### src/rtl/music_pkg.sv
// Shared definitions for the MUSIC front end and the EVD block.
//   MAT_DIM / EVD_W : matrix dimension and EVD word width, shared with the EVD
//   NUM_PAIRS       : number of unique (i,j), i<=j, entries of a symmetric 4x4 matrix
//   state_e         : covariance builder FSM encoding
//   pair_row/col    : pair index -> (i,j) table, order (0,0)(0,1)(0,2)(0,3)(1,1)(1,2)(1,3)(2,2)(2,3)(3,3)
//   mat_idx         : row-major flat index 4r+c
package music_pkg;

    localparam int MAT_DIM   = 4;
    localparam int NUM_PAIRS = 10;
    localparam int EVD_W     = 32;

    typedef enum logic [2:0] {
        ST_COLLECT = 3'd0,
        ST_MAC     = 3'd1,
        ST_SCALE   = 3'd2,
        ST_HANDOFF = 3'd3,
        ST_RELEASE = 3'd4
    } state_e;

    function automatic logic [1:0] pair_row(input logic [3:0] p);
        case (p)
            4'd0, 4'd1, 4'd2, 4'd3: return 2'd0;
            4'd4, 4'd5, 4'd6:       return 2'd1;
            4'd7, 4'd8:             return 2'd2;
            default:                return 2'd3;
        endcase
    endfunction

    function automatic logic [1:0] pair_col(input logic [3:0] p);
        case (p)
            4'd0:             return 2'd0;
            4'd1, 4'd4:       return 2'd1;
            4'd2, 4'd5, 4'd7: return 2'd2;
            default:          return 2'd3;
        endcase
    endfunction

    function automatic logic [3:0] mat_idx(input logic [1:0] r, input logic [1:0] c);
        return {r, c};
    endfunction

endpackage

### src/rtl/cov_matrix_builder_if.sv
// Snapshot input / EVD matrix handoff bundle of the covariance builder.
//   snap_valid, snap_ready, x0..x3 : snapshot handshake and signed channel samples
//   data_available, output_available : matrix valid / EVD completion pulse
//   A[16]      : signed row-major covariance, A[4r+c]
//   snap_cnt   : snapshots accumulated in the current matrix
//   err_timeout: sticky EVD no-response flag
// slave = builder side, master = snapshot source + EVD side.
interface cov_matrix_builder_if #(
    parameter int SAMPLE_W    = 16,
    parameter int N_SNAP_LOG2 = 6
);
    import music_pkg::*;

    logic                       snap_valid;
    logic                       snap_ready;
    logic signed [SAMPLE_W-1:0] x0;
    logic signed [SAMPLE_W-1:0] x1;
    logic signed [SAMPLE_W-1:0] x2;
    logic signed [SAMPLE_W-1:0] x3;
    logic                       data_available;
    logic                       output_available;
    logic signed [EVD_W-1:0]    A [MAT_DIM*MAT_DIM];
    logic [N_SNAP_LOG2-1:0]     snap_cnt;
    logic                       err_timeout;

    modport slave (
        input  snap_valid, x0, x1, x2, x3, output_available,
        output snap_ready, data_available, A, snap_cnt, err_timeout
    );

    modport master (
        output snap_valid, x0, x1, x2, x3, output_available,
        input  snap_ready, data_available, A, snap_cnt, err_timeout
    );

endinterface

### src/rtl/cov_matrix_builder_mac.sv
// Accumulator bank for the 10 unique covariance terms.
//   clk, rst_n : clock, async active-low reset (clears all accumulators)
//   mac_en_i   : acc[idx_i] += a_i * b_i
//   clr_i      : acc[idx_i] <= 0 (ignored when mac_en_i is set)
//   idx_i      : pair index 0..9
//   a_i, b_i   : signed samples feeding the single multiplier
//   v_o        : acc[idx_i] averaged, scaled, saturated to SAT_W and sign-extended to EVD_W
module cov_mac_bank
    import music_pkg::*;
#(
    parameter int SAMPLE_W    = 16,
    parameter int N_SNAP_LOG2 = 6,
    parameter int SCALE_SHIFT = 0,
    parameter int SAT_W       = 22
) (
    input  logic                       clk,
    input  logic                       rst_n,
    input  logic                       mac_en_i,
    input  logic                       clr_i,
    input  logic [3:0]                 idx_i,
    input  logic signed [SAMPLE_W-1:0] a_i,
    input  logic signed [SAMPLE_W-1:0] b_i,
    output logic signed [EVD_W-1:0]    v_o
);
    // Width covers 2^N_SNAP_LOG2 worst-case products, so the sum cannot wrap.
    localparam int ACC_W = 2*SAMPLE_W + N_SNAP_LOG2;
    localparam int SHIFT = N_SNAP_LOG2 + SCALE_SHIFT;
    localparam logic signed [ACC_W-1:0] SAT_MAX = ACC_W'((2**(SAT_W-1)) - 1);
    localparam logic signed [ACC_W-1:0] SAT_MIN = ACC_W'(-(2**(SAT_W-1)));

    logic signed [ACC_W-1:0]      acc_q [NUM_PAIRS];
    logic signed [2*SAMPLE_W-1:0] prod;
    logic signed [ACC_W-1:0]      acc_d;
    logic signed [ACC_W-1:0]      shifted;
    logic signed [ACC_W-1:0]      sat;

    assign prod    = a_i * b_i;
    assign acc_d   = acc_q[idx_i] + ACC_W'(prod);
    assign shifted = acc_q[idx_i] >>> SHIFT;

    always_comb begin
        sat = shifted;
        if (shifted > SAT_MAX) begin
            sat = SAT_MAX;
        end else if (shifted < SAT_MIN) begin
            sat = SAT_MIN;
        end
    end

    assign v_o = EVD_W'(sat);

    always_ff @(posedge clk or negedge rst_n) begin
        if (!rst_n) begin
            for (int k = 0; k < NUM_PAIRS; k++) acc_q[k] <= '0;
        end else if (mac_en_i) begin
            acc_q[idx_i] <= acc_d;
        end else if (clr_i) begin
            acc_q[idx_i] <= '0;
        end
    end

endmodule

### src/rtl/cov_matrix_builder.sv
// Covariance matrix builder: accumulates R = sum(x*x^T) over 2^N_SNAP_LOG2
// 4-channel snapshots, scales/saturates it into the EVD range and holds it
// for the EVD until output_available (or a timeout).
//   clk, rst_n : clock, async active-low reset
//   bus        : cov_matrix_builder_if.slave (snapshot handshake, A0..A15, EVD handshake, status)
//
// state      | meaning
// -----------+----------------------------------------------------------
// COLLECT    | snap_ready high, waiting for a snapshot
// MAC        | 10 cycles, one pair product accumulated per cycle
// SCALE      | 10 cycles, one pair scaled into A (mirrored), acc cleared
// HANDOFF    | data_available high, A frozen, waiting for EVD / timeout
// RELEASE    | data_available low for RELEASE_CYC cycles before COLLECT
module cov_matrix_builder
    import music_pkg::*;
#(
    parameter int SAMPLE_W    = 16,
    parameter int N_SNAP_LOG2 = 6,
    parameter int SCALE_SHIFT = 0,
    parameter int SAT_W       = 22,
    parameter int TIMEOUT_CYC = 1023,
    parameter int RELEASE_CYC = 2
) (
    input  logic clk,
    input  logic rst_n,
    cov_matrix_builder_if.slave bus
);
    localparam int TMR_W = $clog2(TIMEOUT_CYC + 1);
    localparam int REL_W = (RELEASE_CYC > 1) ? $clog2(RELEASE_CYC) : 1;
    localparam logic [3:0] LAST_PAIR = 4'(NUM_PAIRS - 1);

    state_e                     state_q;
    logic [3:0]                 pair_q;
    logic signed [SAMPLE_W-1:0] x_q [MAT_DIM];
    logic signed [EVD_W-1:0]    a_q [MAT_DIM*MAT_DIM];
    logic [N_SNAP_LOG2-1:0]     snap_cnt_q;
    logic                       rdy_q;
    logic                       da_q;
    logic                       err_q;
    logic [TMR_W-1:0]           tmr_q;
    logic [REL_W-1:0]           rel_q;
    logic signed [EVD_W-1:0]    scaled;

    cov_mac_bank #(
        .SAMPLE_W   (SAMPLE_W),
        .N_SNAP_LOG2(N_SNAP_LOG2),
        .SCALE_SHIFT(SCALE_SHIFT),
        .SAT_W      (SAT_W)
    ) u_mac (
        .clk     (clk),
        .rst_n   (rst_n),
        .mac_en_i(state_q == ST_MAC),
        .clr_i   (state_q == ST_SCALE),
        .idx_i   (pair_q),
        .a_i     (x_q[pair_row(pair_q)]),
        .b_i     (x_q[pair_col(pair_q)]),
        .v_o     (scaled)
    );

    always_ff @(posedge clk or negedge rst_n) begin
        if (!rst_n) begin
            state_q    <= ST_COLLECT;
            pair_q     <= '0;
            snap_cnt_q <= '0;
            rdy_q      <= 1'b0;
            da_q       <= 1'b0;
            err_q      <= 1'b0;
            tmr_q      <= '0;
            rel_q      <= '0;
            for (int k = 0; k < MAT_DIM; k++) x_q[k] <= '0;
            for (int k = 0; k < MAT_DIM*MAT_DIM; k++) a_q[k] <= '0;
        end else begin
            case (state_q)
                ST_COLLECT: begin
                    if (bus.snap_valid && rdy_q) begin
                        x_q[0]  <= bus.x0;
                        x_q[1]  <= bus.x1;
                        x_q[2]  <= bus.x2;
                        x_q[3]  <= bus.x3;
                        rdy_q   <= 1'b0;
                        pair_q  <= '0;
                        state_q <= ST_MAC;
                    end else begin
                        rdy_q <= 1'b1;
                    end
                end
                ST_MAC: begin
                    if (pair_q == LAST_PAIR) begin
                        pair_q     <= '0;
                        snap_cnt_q <= snap_cnt_q + 1'b1;
                        if (snap_cnt_q == '1) begin
                            state_q <= ST_SCALE;
                        end else begin
                            // Ready rises with the state change so a held
                            // snap_valid transfers every 11 cycles.
                            state_q <= ST_COLLECT;
                            rdy_q   <= 1'b1;
                        end
                    end else begin
                        pair_q <= pair_q + 1'b1;
                    end
                end
                ST_SCALE: begin
                    a_q[mat_idx(pair_row(pair_q), pair_col(pair_q))] <= scaled;
                    a_q[mat_idx(pair_col(pair_q), pair_row(pair_q))] <= scaled;
                    if (pair_q == LAST_PAIR) begin
                        pair_q     <= '0;
                        snap_cnt_q <= '0;
                        da_q       <= 1'b1;
                        tmr_q      <= TMR_W'(TIMEOUT_CYC - 1);
                        state_q    <= ST_HANDOFF;
                    end else begin
                        pair_q <= pair_q + 1'b1;
                    end
                end
                ST_HANDOFF: begin
                    // Completion wins over a timeout expiring in the same cycle.
                    if (bus.output_available || tmr_q == '0) begin
                        if (!bus.output_available) err_q <= 1'b1;
                        da_q    <= 1'b0;
                        rel_q   <= REL_W'(RELEASE_CYC - 1);
                        state_q <= ST_RELEASE;
                    end else begin
                        tmr_q <= tmr_q - 1'b1;
                    end
                end
                ST_RELEASE: begin
                    if (rel_q == '0) begin
                        state_q <= ST_COLLECT;
                        rdy_q   <= 1'b1;
                    end else begin
                        rel_q <= rel_q - 1'b1;
                    end
                end
                default: state_q <= ST_COLLECT;
            endcase
        end
    end

    assign bus.snap_ready     = rdy_q;
    assign bus.data_available = da_q;
    assign bus.A              = a_q;
    assign bus.snap_cnt       = snap_cnt_q;
    assign bus.err_timeout    = err_q;

endmodule

### src/flat_wrapper.sv
// flat-port wrapper written by rule: the top's interface ports become plain ports
module cov_matrix_builder_flat import music_pkg::*;
#(
    parameter int SAMPLE_W    = 16,
    parameter int N_SNAP_LOG2 = 6,
    parameter int SCALE_SHIFT = 0,
    parameter int SAT_W       = 22,
    parameter int TIMEOUT_CYC = 1023,
    parameter int RELEASE_CYC = 2
)
  (clk, rst_n, bus_snap_valid, bus_x0, bus_x1, bus_x2, bus_x3, bus_output_available, bus_snap_ready, bus_data_available, bus_A, bus_snap_cnt, bus_err_timeout);
  cov_matrix_builder_if #(.SAMPLE_W(SAMPLE_W), .N_SNAP_LOG2(N_SNAP_LOG2)) bus_i ();
  input  logic clk;
  input  logic rst_n;
  input wire logic [$bits(bus_i.snap_valid)-1:0] bus_snap_valid;
  input wire logic [$bits(bus_i.x0)-1:0] bus_x0;
  input wire logic [$bits(bus_i.x1)-1:0] bus_x1;
  input wire logic [$bits(bus_i.x2)-1:0] bus_x2;
  input wire logic [$bits(bus_i.x3)-1:0] bus_x3;
  input wire logic [$bits(bus_i.output_available)-1:0] bus_output_available;
  output wire logic [$bits(bus_i.snap_ready)-1:0] bus_snap_ready;
  output wire logic [$bits(bus_i.data_available)-1:0] bus_data_available;
  output wire logic [$bits(bus_i.A)-1:0] bus_A;
  output wire logic [$bits(bus_i.snap_cnt)-1:0] bus_snap_cnt;
  output wire logic [$bits(bus_i.err_timeout)-1:0] bus_err_timeout;
  assign bus_i.snap_valid = bus_snap_valid;
  assign bus_i.x0 = bus_x0;
  assign bus_i.x1 = bus_x1;
  assign bus_i.x2 = bus_x2;
  assign bus_i.x3 = bus_x3;
  assign bus_i.output_available = bus_output_available;
  assign bus_snap_ready = bus_i.snap_ready;
  assign bus_data_available = bus_i.data_available;
  assign bus_A = {>>{bus_i.A}};
  assign bus_snap_cnt = bus_i.snap_cnt;
  assign bus_err_timeout = bus_i.err_timeout;
  cov_matrix_builder #(.SAMPLE_W(SAMPLE_W), .N_SNAP_LOG2(N_SNAP_LOG2), .SCALE_SHIFT(SCALE_SHIFT), .SAT_W(SAT_W), .TIMEOUT_CYC(TIMEOUT_CYC), .RELEASE_CYC(RELEASE_CYC)) u_core (.clk(clk), .rst_n(rst_n), .bus(bus_i));
endmodule
### config.mk
export PLATFORM = sky130hd
export DESIGN_NAME = cov_matrix_builder_flat
export DESIGN_NICKNAME = d
export VERILOG_FILES = /design/src/rtl/music_pkg.sv /design/src/rtl/cov_matrix_builder_if.sv /design/src/rtl/cov_matrix_builder_mac.sv /design/src/rtl/cov_matrix_builder.sv /design/src/flat_wrapper.sv
export SDC_FILE = /design/constraint.sdc
export NUM_CORES = 2
export LEC_CHECK = 0
export CORE_AREA = 2 2 326 328
export CTS_CLUSTER_SIZE = 30
export DETAILED_ROUTE_END_ITERATION = 8
export DIE_AREA = 0 0 328 330
export PLACE_DENSITY = 0.71
export SYNTH_ARGS = -nofsm -noshare
export SYNTH_HDL_FRONTEND = slang
export SYNTH_SLANG_ARGS = --single-unit
### constraint.sdc
create_clock -name clk -period 16.8 [get_ports clk]
set_clock_uncertainty 0.15 [all_clocks]
set_input_delay 3.36 -clock clk [delete_from_list [all_inputs] [get_ports clk]]
set_output_delay 3.36 -clock clk [all_outputs]
set_load 0.1 [all_outputs]
==> flow_summary_export.csv <==
group,metric,value,unit
clock_network,cts.clk_slew.worst_paths,0.07,ns
placement,dp.cells,6483,
global_routing,grt_first_pass_wirelength,253000,um
min_path,worstHoldStart,"u_core.bus.A[281]$_DFFE_PN0P_",
worst_setup_path,startpoint,"u_core.pair_q[0]$_DFFE_PN0P_",
die,chipHeight,330,um
logic_synthesis,syn_area,51900,sq um
placement,post-dp-hpwl,118000,um
worst_setup_path,rr_startpoint,"u_core.pair_q[0]$_DFFE_PN0P_",
timing,fin_setup_tns,0,ns
global_routing,grt_antenna_before_repair,3,
final_layout,final_layout_size_suffix_gt1_frac,0.111,
logic_synthesis,ys_async_sr_fraction,1.00,
timing,rsz0062_at_grt,"no",
worst_setup_path,cp_num_buf_inv,6,
clock_network,clock_path_buffers,3,
logic_synthesis,ys_seq_area_frac,0.474,
drt,wl_met2,78800,um
timing,setup_viol,0,
run,drv_cap,0,
placement,portBuffers,588,
logic_synthesis,synthTopCellsByArea,"dfrtp_1 (47%), fa_1 (12%), nand2_1 (5.1%)",
worst_setup_path,r2r_cells,25,
worst_setup_path,path_delay_family,"adder cells",
worst_setup_path,cp-start-kind,"flip-flop",
logic_synthesis,syn-num-nets,5218,
die,floorplan.initialDensity,0.496,
min_path,holdPathEnd,"u_core.bus.A[281]$_DFFE_PN0P_",
timing,holdWs,0.325,ns
clock_network,htree_levels,3,
clock_network,cts_sinks,983,
die,die_x,328,um
worst_setup_path,required,17.23,ns
logic_synthesis,ys_ff_latch,983,
min_path,min_path_type,"reg2reg",
worst_setup_path,worst_path_most_repeated_cell,"fa_1",
drt,postRouteAntennaNets,0,
worst_setup_path,cpPeakStageDelay,1.05,ns
logic_synthesis,yosysTopAreaCell,"dfrtp_1",
worst_setup_path,cp_slowest_cell,"a221oi_1",
final_layout,fin_nets,5698,
placement,gp_congestion,0.944,
timing,maxSlewHeadroom,0.119,
drt,viasPerCell,5.90,
logic_synthesis,avgSynthCellArea,11.0,sq um
worst_setup_path,critPathCaptureType,"flip-flop",
clock_network,cts.hold.buffers_added,0,
global_routing,grt_usage,0.312,
drt,first_pass_iters,6,
final_layout,final_util,0.597,
drt,wl_met3,16200,um
timing,period_needed,10.49,ns
drt,wl_per_cell,25.4,um
status,status,"complete, no violations",
logic_synthesis,synth_most_common_cell,"dfrtp_1",
die,rows,119,
worst_setup_path,r2r_end,"u_core.u_mac.acc_q[32]$_DFFE_PN0P_",
logic_synthesis,synth_edf_count,0,
logic_synthesis,synth_top_area_share,0.474,
drt,drc,0,
timing,drv_slew,0,
final_layout,areaGrowthSynthToFinish,20.5,%
drt,initialDrtViolationCount,4122,
die,dieArea,108000,sq um
final_layout,finalNonFillerCells,6665,
logic_synthesis,synth_flop_cell,"dfrtp_1",
drt,dr.max_layer_used,"met4",
worst_setup_path,ff2ff_setup_slack,6.31,ns
global_routing,grt_overflow,0,
worst_setup_path,criticalPathCategory,"reg2reg",
global_routing,first_global_vias,39600,
timing,period_share,0.624,
timing,hold_viol_final,0,
timing,tightest_slew,1.31,ns
die,pin_count,589,
clock_network,cts_root_buffer,"clkbuf_16",
timing,clock.fmax,0.0954,GHz
logic_synthesis,syn_inst,4713,
die,core,105000,sq um
final_layout,n_fill_cell,8380,
drt,wl_met1,64400,um
min_path,holdPathStages,2,
worst_setup_path,worstPathMaxFanout,37,
global_routing,grt_max_degree,188,
clock_network,numCtsBuffers,99,
clock_network,cts_setup_buffers,0,
clock_network,cts_resized,0,
logic_synthesis,synth_common_cells,"dfrtp_1 (983), nand2_1 (705), nor2_1 (583), inv_1 (375), fa_1 (322)",
logic_synthesis,yosysWarnings,0,
drt,routed_wl,169000,um
clock_network,cts_tree,"yes",
drt,vias,39300,
worst_setup_path,worst_ep_arrival_time,10.92,ns
logic_synthesis,ys_types,73,
clock_network,clkLatencyLatePin,0.70,ns
-- layer usage --
layer  vias up  GRT usage
met5         -          0
met4         0      0.163
met3       433     0.0725
met2      2080      0.485
met1     20100      0.410
li1      16700          -
-- how the worst max path moves through the flow --
stage                                          endpoint  cells after the start  slack, ns
floorplan           u_core.u_mac.acc_q[302]$_DFFE_PN0P_                     36       7.89
global placement    u_core.u_mac.acc_q[108]$_DFFE_PN0P_                     25       6.71
detailed placement   u_core.u_mac.acc_q[32]$_DFFE_PN0P_                     25       6.49
CTS                  u_core.u_mac.acc_q[32]$_DFFE_PN0P_                     25       6.43
global route        u_core.u_mac.acc_q[298]$_DFFE_PN0P_                     25       5.69
finish               u_core.u_mac.acc_q[32]$_DFFE_PN0P_                     25       6.31
-- kinds of logic after synthesis --
group	count (synthesis)	synth area share
adder cells (fa/ha/maj)	437	0.152
AO/OA/AOI/OAI	785	0.112
multiplexers	303	0.0827
XOR/XNOR	51	0.00890
flip-flops	983	0.474
buffers and inverters	657	0.0514
AND/OR/NAND/NOR	1497	0.119
-- layout make-up --
class | count | area, sq um | area share
inverters | 376 | 1410 | 0.0226
clock buffers | 141 | 2950 | 0.0471
clock inverters | 39 | 588 | 0.00941
well taps | 1391 | 1740 | 0.0278
repair buffers | 660 | 6430 | 0.103
multi-input cells | 3073 | 24800 | 0.396
flip-flops and latches | 983 | 24600 | 0.394
diodes | 2 | 5.00 | 0.0000801
-- tightest hold or removal path: stages (launching register included) --
cell     delay, ns
dfrtp_1       0.34
nand2_1       0.05
nand2_1       0.05
-- cell usage in the layout, fill, tap and decap left out, drive strengths merged, types with 5 or more instances in the layout --
cell,Yosys,layout
nand4,6,6
a31oi,10,10
nor2b,25,25
nor2,593,593
or2,5,5
clkdlybuf4s50,0,578
o21ai,178,178
a221o,14,14
and3,7,7
nor3,16,16
ha,115,115
a221oi,17,17
a21oi,59,59
nor4,6,6
fa,322,322
mux2i,33,33
nand2,705,705
xnor2,31,31
mux2,188,188
clkbuf,189,141
o21a,95,95
o31ai,25,25
buf,92,82
xor2,20,20
mux4,82,82
a22oi,33,33
bufinv,0,11
nand3,38,38
a22o,281,281
nand2b,57,57
dfrtp,983,983
inv,375,375
a211oi,7,7
and2,18,18
a21o,42,42
clkinv,1,27
-- through the flow --
stage / area (sq um) / setup WS, ns
detailed placement: 59000 / 6.49
finish: 62500 / 6.31
global placement: 59000 / 6.71
CTS: 62500 / 6.43
floorplan: 51900 / 7.89
global route: 62500 / 5.69
-- state kept, by name, summed over array words and instances (netlist names) --
| signal | count |
|---|---|
| u_core.bus.A | 512 |
| u_core.bus.data_available | 1 |
| u_core.bus.err_timeout | 1 |
| u_core.bus.snap_cnt | 6 |
| u_core.bus.snap_ready | 1 |
| u_core.pair_q | 4 |
| u_core.rel_q | 1 |
| u_core.state_q | 3 |
| u_core.tmr_q | 10 |
| u_core.u_mac.acc_q | 380 |
| u_core.x_q | 64 |
Power is left out: the tool's default activity adds up to more than one toggle a clock period on the data nets, which glitch-free logic cannot reach.
